$ cat config.mk
export PLATFORM = sky130hd
export DESIGN_NAME = stw_test_sequencer
export DESIGN_NICKNAME = d
export VERILOG_FILES = /design/src/rtl/stw_test_sequencer.sv
export SDC_FILE = /design/constraint.sdc
export NUM_CORES = 1
export LEC_CHECK = 0
export ABC_AREA = 1
export CAP_MARGIN = 0
export CORE_MARGIN = 2
export CORE_UTILIZATION = 47
export CTS_CLUSTER_DIAMETER = 60
export DETAILED_ROUTE_END_ITERATION = 16
export PLACE_DENSITY = 0.78
export SYNTH_ARGS = -nofsm -noshare
export SYNTH_HDL_FRONTEND = slang
export SYNTH_SLANG_ARGS = --single-unit
$ cat constraint.sdc
create_clock -name clk -period 4.35 [get_ports clk]
set_input_delay 0.435 -clock clk [delete_from_list [all_inputs] [get_ports clk]]
set_output_delay 0.435 -clock clk [all_outputs]
set_load 0.01 [all_outputs]
$ cat src/rtl/stw_test_sequencer.sv
// stw_test_sequencer: drives the self-test-while-working port of a row of MAC PEs.
// Walks a built-in table of MAC test vectors and broadcasts operands plus the golden
// result to every PE. It then pulses STW_start, waits for all PEs to complete, and
// accumulates the failing PEs into a sticky fault_map.
//
// Optional feature: define STW_SEQ_TIMEOUT_EN to bound WAIT_DONE to TIMEOUT_CYCLES.
//
// Ports:
//   clk, rst            clock; synchronous active-high reset
//   stall               memory stall, honoured in LOAD/START only
//   start               run request, sampled in IDLE only
//   busy, done          run in progress / one-cycle run-finished pulse
//   fault_map           per-PE sticky failure bits; any_fault = |fault_map
//   timeout_flag        a WAIT_DONE timeout occurred this run
//   STW_test_load_en    PE operand load strobe
//   STW_mult_op1/op2    broadcast multiplier operands
//   STW_add_op          broadcast addend
//   STW_expected        golden (op1*op2+add) mod 2^WORD_SIZE
//   STW_start           broadcast test start pulse
//   STW_complete        per-PE complete (high = idle/finished)
//   STW_result_out      per-PE pass(1)/fail(0)
module stw_test_sequencer #(
    parameter int unsigned WORD_SIZE      = 16,
    parameter int unsigned NUM_PE         = 4,
    parameter int unsigned NUM_VECTORS    = 4,
    parameter int unsigned TIMEOUT_CYCLES = 16
) (
    input  logic                 clk,
    input  logic                 rst,
    input  logic                 stall,
    input  logic                 start,
    output logic                 busy,
    output logic                 done,
    output logic [NUM_PE-1:0]    fault_map,
    output logic                 any_fault,
    output logic                 timeout_flag,
    output logic                 STW_test_load_en,
    output logic [WORD_SIZE-1:0] STW_mult_op1,
    output logic [WORD_SIZE-1:0] STW_mult_op2,
    output logic [WORD_SIZE-1:0] STW_add_op,
    output logic [WORD_SIZE-1:0] STW_expected,
    output logic                 STW_start,
    input  logic [NUM_PE-1:0]    STW_complete,
    input  logic [NUM_PE-1:0]    STW_result_out
);

    localparam int unsigned CNT_RAW = $clog2(TIMEOUT_CYCLES + 1);
    localparam int unsigned CNT_W   = (CNT_RAW < 1) ? 1 : CNT_RAW;
    localparam int unsigned IDX_W   = 3;

    typedef enum logic [2:0] {
        ST_IDLE      = 3'd0,
        ST_LOAD      = 3'd1,
        ST_START     = 3'd2,
        ST_WAIT_LOW  = 3'd3,
        ST_WAIT_DONE = 3'd4,
        ST_DONE      = 3'd5
    } state_t;

    typedef struct packed {
        logic [WORD_SIZE-1:0] op1;
        logic [WORD_SIZE-1:0] op2;
        logic [WORD_SIZE-1:0] add;
    } vec_t;

    // Built-in test vector table; constants are masked to WORD_SIZE
    function automatic vec_t vec_lookup(input logic [IDX_W-1:0] i);
        vec_t v;
        v.op1 = '0;
        v.op2 = '0;
        v.add = '0;
        case (i)
            3'd0: ;
            3'd1: begin v.op1 = '1;                      v.op2 = WORD_SIZE'(1);          end
            3'd2: begin v.op1 = WORD_SIZE'(16'h5555);    v.op2 = WORD_SIZE'(2);          end
            3'd3: begin v.op1 = WORD_SIZE'(1);           v.op2 = WORD_SIZE'(1); v.add = '1; end
            3'd4: begin v.op1 = WORD_SIZE'(3);           v.op2 = WORD_SIZE'(5); v.add = WORD_SIZE'(7); end
            3'd5: begin v.op1 = WORD_SIZE'(16'h00FF);    v.op2 = WORD_SIZE'(16'h0101); v.add = WORD_SIZE'(1); end
            3'd6: begin v.op1 = WORD_SIZE'(16'hAAAA);    v.op2 = WORD_SIZE'(1); v.add = WORD_SIZE'(16'h5555); end
            default: begin v.op1 = WORD_SIZE'(16'h1234); v.add = WORD_SIZE'(16'h8000); end
        endcase
        return v;
    endfunction

    state_t                r_state, w_state_nx;
    logic [IDX_W-1:0]      r_idx, w_idx_nx;
    logic [CNT_W-1:0]      r_cnt, w_cnt_nx;
    logic [NUM_PE-1:0]     r_fault_map, w_fault_nx;
    logic                  r_timeout_flag, w_timeout_nx;
    logic                  w_load_vec;
    logic                  w_vec_end;
    vec_t                  w_vec;
    logic [WORD_SIZE-1:0]  w_exp;
    logic                  r_busy, r_done, r_any_fault, r_load_en, r_stw_start;
    logic [WORD_SIZE-1:0]  r_op1, r_op2, r_add, r_exp;

    // Next-state, counter and fault accumulation
    always_comb begin
        w_state_nx   = r_state;
        w_idx_nx     = r_idx;
        w_cnt_nx     = r_cnt;
        w_fault_nx   = r_fault_map;
        w_timeout_nx = r_timeout_flag;
        w_load_vec   = 1'b0;
        w_vec_end    = 1'b0;
        case (r_state)
            ST_IDLE: begin
                if (start) begin
                    w_fault_nx   = '0;
                    w_timeout_nx = 1'b0;
                    w_idx_nx     = '0;
                    w_load_vec   = 1'b1;
                    w_state_nx   = ST_LOAD;
                end
            end
            ST_LOAD: begin
                if (!stall) w_state_nx = ST_START;
            end
            ST_START: begin
                if (!stall) begin
                    w_state_nx = ST_WAIT_LOW;
                    w_cnt_nx   = '0;
                end
            end
            // PEs still report complete on the start edge; skip two cycles
            ST_WAIT_LOW: begin
                if (r_cnt == CNT_W'(1)) begin
                    w_state_nx = ST_WAIT_DONE;
                    w_cnt_nx   = '0;
                end else begin
                    w_cnt_nx = r_cnt + CNT_W'(1);
                end
            end
            ST_WAIT_DONE: begin
                if (&STW_complete) begin
                    w_fault_nx = r_fault_map | ~STW_result_out;
                    w_vec_end  = 1'b1;
                end
`ifdef STW_SEQ_TIMEOUT_EN
                // A PE that never completes is counted as failed
                else if (r_cnt == CNT_W'(TIMEOUT_CYCLES - 1)) begin
                    w_fault_nx   = r_fault_map | ~STW_complete | ~STW_result_out;
                    w_timeout_nx = 1'b1;
                    w_vec_end    = 1'b1;
                end else begin
                    w_cnt_nx = r_cnt + CNT_W'(1);
                end
`endif
                if (w_vec_end) begin
                    if (r_idx == IDX_W'(NUM_VECTORS - 1)) begin
                        w_state_nx = ST_DONE;
                    end else begin
                        w_idx_nx   = r_idx + IDX_W'(1);
                        w_load_vec = 1'b1;
                        w_state_nx = ST_LOAD;
                    end
                end
            end
            ST_DONE: w_state_nx = ST_IDLE;
            default: w_state_nx = ST_IDLE;
        endcase
    end

    // Operands and golden result for the vector about to be loaded
    always_comb begin
        w_vec = vec_lookup(w_idx_nx);
        w_exp = WORD_SIZE'(w_vec.op1 * w_vec.op2) + w_vec.add;
    end

    // State and registered outputs, decoded from the next state
    always_ff @(posedge clk) begin
        if (rst) begin
            r_state        <= ST_IDLE;
            r_idx          <= '0;
            r_cnt          <= '0;
            r_fault_map    <= '0;
            r_timeout_flag <= 1'b0;
            r_any_fault    <= 1'b0;
            r_busy         <= 1'b0;
            r_done         <= 1'b0;
            r_load_en      <= 1'b0;
            r_stw_start    <= 1'b0;
            r_op1          <= '0;
            r_op2          <= '0;
            r_add          <= '0;
            r_exp          <= '0;
        end else begin
            r_state        <= w_state_nx;
            r_idx          <= w_idx_nx;
            r_cnt          <= w_cnt_nx;
            r_fault_map    <= w_fault_nx;
            r_timeout_flag <= w_timeout_nx;
            r_any_fault    <= |w_fault_nx;
            r_busy         <= (w_state_nx != ST_IDLE) && (w_state_nx != ST_DONE);
            r_done         <= (w_state_nx == ST_DONE);
            r_load_en      <= (w_state_nx == ST_LOAD);
            // Single pulse on LOAD->START; stalled START cycles stay low
            r_stw_start    <= (w_state_nx == ST_START) && (r_state == ST_LOAD);
            if (w_load_vec) begin
                r_op1 <= w_vec.op1;
                r_op2 <= w_vec.op2;
                r_add <= w_vec.add;
                r_exp <= w_exp;
            end
        end
    end

    assign busy             = r_busy;
    assign done             = r_done;
    assign fault_map        = r_fault_map;
    assign any_fault        = r_any_fault;
    assign timeout_flag     = r_timeout_flag;
    assign STW_test_load_en = r_load_en;
    assign STW_start        = r_stw_start;
    assign STW_mult_op1     = r_op1;
    assign STW_mult_op2     = r_op2;
    assign STW_add_op       = r_add;
    assign STW_expected     = r_exp;

endmodule
# --- Word level (Yosys, flattened, before mapping) ---
# Cells that the tools add are included.
totals:
  regBits: 84
  inputBits: 12
  out_inout_bits: 74
op_classes:
  add_sub_neg: 3
  n_mul: 1
  n_eq_ne: 17
  muxes: 26
  bitwise_logic: 2
  reduce_logical: 11
ops:
  columns: ["op", "count"]
  rows:
  - ["case mux 16 bit (7 select lines)", 1]
  - ["case mux 16 bit (5 select lines)", 1]
  - ["case mux 9 bit (4 select lines)", 1]
  - ["2-to-1 mux 3 bit", 9]
  - ["== test 3 x 2 -> 1 bit (second input constant)", 6]
  - ["adder 16 bit", 1]
  - ["multiplier 16 x 16 -> 16 bit", 1]
  - ["== test 3 bit (second input constant)", 5]
  - ["case mux 3 bit (5 select lines)", 1]
  - ["2-to-1 mux 5 bit", 2]
  - ["case mux 5 bit (2 select lines)", 1]
  - ["== test 3 x 1 -> 1 bit (second input constant)", 3]
  - ["2-to-1 mux 4 bit", 2]
  - ["case mux 4 bit (2 select lines)", 1]
  - ["zero test 3 bit", 2]
  - ["case mux 3 bit (2 select lines)", 1]
  - ["OR reduction 3 bit", 2]
  - ["adder 5 x 1 -> 5 bit (second input constant)", 1]
  - ["== test 5 x 1 -> 1 bit (second input constant)", 1]
  - ["2-to-1 mux 1 bit", 5]
  - ["inverter 4 bit", 1]
  - ["OR 4 bit", 1]
  - ["AND reduction 4 bit", 1]
  - ["OR reduction 4 bit", 1]
  - ["other kinds (8)", 9]

# --- Logic depth before layout (Yosys ltp) ---
depth:
  word_depth: 10
  ltp_mapped: 30

# --- Worst setup path before layout ---
# OpenSTA, ideal clock, no wires.
synth_timing:
  kind: "input port to flip-flop"
  start: "input port STW_complete[0]"
  end: "register r_exp[8] (netlist: STW_expected[8])"
  setup_ns: 0.114
  arrival_ns: 4.175
  slack_ns: 0.061
  path_stages: 25
  path_buffers: 0
  path_cell_list: "nand2_1 > nor2_4 > nand3_4 > nand2_2 > nand2_4 > inv_6 > ha_1 > inv_1 > nand2_1 > inv_1 > fa_1 > inv_1 > ha_1 > ha_1 > ha_1 > ha_1 > nand2_1 > o21ai_0 > nand2_1 > nand2_1 > inv_1 > o21ai_0 > nor2_1 > o21bai_1 > inv_1"
synth_between:
  elab_chain_len: 10
synth_rtl:
  columns: ["element", "line", "rtl"]
  rows:
  - ["start, declared", "43", "input logic [NUM_PE-1:0] STW_complete,"]
  - ["AND reduction 4 bit (*)", "135", "if (&STW_complete) begin"]
  - ["2-to-1 mux 1 bit (*)", "135", null]
  - ["2-to-1 mux 1 bit (*)", "106", "case (r_state)"]
  - ["2-to-1 mux 3 bit (*)", "149", "if (w_vec_end) begin"]
  - ["case mux 3 bit (2 select lines) (*)", "106", null]
  - ["net w_idx_nx[0]", "86", "logic [IDX_W-1:0] r_idx, w_idx_nx;"]
  - ["== test 3 bit, or another cell as far along", "72", "case (i)"]
  - ["OR reduction 3 bit (no line)", null, null]
  - ["case mux 9 bit (4 select lines)", "72", null]
  - ["multiplier 16 x 16 -> 16 bit", "167", "w_exp = WORD_SIZE'(w_vec.op1 * w_vec.op2) + w_vec.add;"]
  - ["adder 16 bit (*)", "167", null]
  - ["end signal, assigned", "203", "r_exp <= w_exp;"]
  - ["end, declared", "95", "logic [WORD_SIZE-1:0] r_op1, r_op2, r_add, r_exp;"]
# The timed path passes the listed nets; every way through them passes the cells marked *. The select of a mux whose other input is x is not followed.
# A chain may end at the register's enable or synchronous reset.

==> flow_summary_export.csv <==
group,metric,value,unit
final_layout,multi_input_area,2590,sq um
setup_path,slowest_stage,"fa_1",
clocking,clk_pin_slew,110,ps
hold_path,whs_path_depth,2,
route,drt_iter0_markers,137,
setup_path,crit_path_frequent_cell,"nand3_1",
global_routing,grt_pass1_vias,3654,
final_layout,layout_common_cells,"73 x inv_1, 68 x clkdlybuf4s50_1, 67 x nand2_1, 60 x buf_4, 53 x dfxtp_1",
logic_synthesis,ys.flop_type,"dfxtp_1",
route,post_drt_wl_per_cell,14.4,um
clocking,cts_tree,"done",
logic_synthesis,synth_seq_cells,54,
setup_path,crit_cells,24,
timing,fin_crit_sh,95.7,%
clocking,htree_levels,2,
timing,setup-violations-final,0,
route,wl,10800,um
route,via_per_inst,5.09,
route,drc,0,
final_layout,layoutNonFillerInstCount,754,
clocking,clock-sinks,54,
setup_path,crit_fanout,4,
timing,drv_slew,0,
flow_run,maxCapViolations,0,
final_layout,syn2layout_area_growth,40.3,%
timing,hold_ws,500,ps
setup_path,crit_chain,"clkdlybuf4s50_1, o21ai_1, nor2_1, nand2_2, nand2_4, inv_6, buf_4, o21ai_4, nand3_1, fa_1, inv_1, ha_1, ha_4, ha_4, ha_4, nand2_1, o21ai_2, nand2_1, nand2_2, nand3_1, nand3_1, nand3_1, nand2_1, inv_1",
die,start_util,48.1,%
die,die_w,95.5,um
global_routing,grt_max_degree,52,
timing,skew,5.11,ps
global_routing,grt-ovfl-total,0,
logic_synthesis,synth_edf_count,0,
timing,fmax,240,MHz
setup_path,worst-r2r-setup-slack,200,ps
setup_path,worstSetupStartpointType,"input pin",
hold_path,hp-class,"reg2reg",
global_routing,grt_pass1_wl,16100,um
place,gp_congestion,0.978,
setup_path,crit_type,"in2reg",
final_layout,num-fill-cells,655,
timing,tns,0,ps
setup_path,r2r_cells,26,
final_layout,seqCellArea,1080,sq um
timing,min_period,4160,ps
setup_path,crit_required,4590,ps
place,port_buffers,72,
route,drt-met1-wl,4290,um
setup_path,worst_setup_path_end_kind,"flop",
die,die_y,95.5,um
route,antenna_left,0,
setup_path,worstPathArrival,4400,ps
logic_synthesis,ys_seq_area_share,27.5,%
logic_synthesis,syn_avg_cell_area,7.38,sq um
final_layout,fin_nets,708,
timing,finalHoldViolations,0,
timing,tightest_slew,966,ps
clocking,clk_path_buf_depth,2,
timing,max_slew_margin,35.5,%
pwr,power_density,206,nW/um^2
setup_path,slowest_delay,540,ps
status,outcome,"complete, no violations",
clocking,root_buffer,"clkbuf_8",
pwr,p_leak,2.74,nW
logic_synthesis,synth_cell_types,44,
clocking,clk_latency,330,ps
die,coreArea,8180,sq um
logic_synthesis,async_flop_share,0,%
die,dieArea,9120,sq um
route,firstDrtPassIters,4,
die,rows,33,
place,dpl.cell_count,738,
pwr,vdd_drop_max,0.140,mV
final_layout,final_common_cell,"inv_1",
clocking,numCtsBuffers,5,
final_layout,antenna_cells,0,
logic_synthesis,yosys_warnings,0,
logic_synthesis,synth_area,3930,sq um
place,place_hpwl,7740,um
global_routing,antenna_found_initial,0,
route,top_layer,"met4",
setup_path,path_buf_inv,5,
route,wl_met2,5670,um
pwr,total_power,1.13,mW
logic_synthesis,netlist_instances,533,
die,io_pins,86,
route,wl_met3,581,um
route,vias,3840,
global_routing,gr-usage-all-layers,22.5,%
final_layout,drive_gt1_share,25.3,%
setup_path,path_delay_family,"adder cells",
## kinds of logic after synthesis
kind of cell | share of synthesized area, %
DFF | 27.5
AOI/OAI and AO/OA | 15.7
other | 0.191
and+or+nand+nor | 22.8
xor gates and xnor gates | 1.11
adders and majority gates | 16.4
buffers and inverters | 16.3
## final cells by class
cell class	instances	area share [%]
multi-input cells	357	47.0
clock inverters	3	0.521
flip-flops and latches	54	19.6
inverters	92	6.67
well taps	105	2.38
repair buffers	138	22.6
clock buffers	5	1.25
## sequential cells by signal, indices dropped and copies added, names as in the netlist
name and cells:
r_cnt 5, fault_map 4, STW_mult_op1 10, r_state 3
STW_test_load_en 1, STW_expected 14, done 1, STW_start 1
busy 1, STW_add_op 6, any_fault 1, r_idx 3
STW_mult_op2 4
## worst min-delay path, stage by stage, from the launching register on
cell	delay [ps]
dfxtp_1	350
nand2_1	70
a21oi_1	50
## layer usage
layer,global-route usage [%],vias up
li1,-,1902
met1,26.5,1783
met2,41.5,130
met3,2.77,25
met4,8.10,0
met5,0,-
## power by group
group	switching (mW)	leakage (nW)	internal, mW
clock	0.192	0.0502	0.120
sequential	0.0221	0.442	0.532
combinational	0.137	2.25	0.132
total	0.351	2.74	0.783
## synth_stat cells, types with 3 or more instances
master | count | area share, %
clkbuf_1 | 4 | 0.38
o21ai_0 | 48 | 6.1
dfxtp_1 | 54 | 27
fa_1 | 6 | 3.1
o21ai_1 | 5 | 0.64
nor2_4 | 3 | 0.86
a21o_1 | 4 | 0.76
nand2_1 | 79 | 7.5
xnor2_1 | 3 | 0.67
buf_2 | 4 | 0.51
nand3_2 | 4 | 1.0
nand3_1 | 19 | 2.4
ha_1 | 42 | 13
nand2_2 | 9 | 1.4
inv_1 | 81 | 7.7
nand2_4 | 5 | 1.4
o21bai_1 | 6 | 1.1
nor2_1 | 46 | 4.4
a21oi_1 | 32 | 4.1
nand4_1 | 4 | 0.64
inv_2 | 8 | 0.76
buf_4 | 32 | 6.1
nor3_1 | 6 | 0.76
o211ai_1 | 5 | 0.95
## worst paths after layout
kind	from	endpoint
setup / recovery	start	STW_expected[14]
hold reg to reg	r_cnt[4]	r_cnt[4]
setup reg to reg	r_state[0]	STW_expected[14]
hold / removal	r_cnt[4]	r_cnt[4]
## metrics by stage
step	setup WS [ps]	instance area, sq um	util (%)
3_5_place_dp	-584	4980	60.9
6_report	187	5520	67.5
2_1_floorplan	61.3	3980	-
3_3_place_gp	-417	4980	60.9
5_1_grt	-25.7	5520	67.5
4_1_cts	0.719	5140	62.9
## what timing repair did
action	CTS	global route
setup buffers	0	8
endpoints found under the setup margin	9	9
pin swaps	5	27
resized for setup	22	69
gates cloned	0	0
hold buffers	0	0
Note: power is estimated with default switching activity, not from simulation.
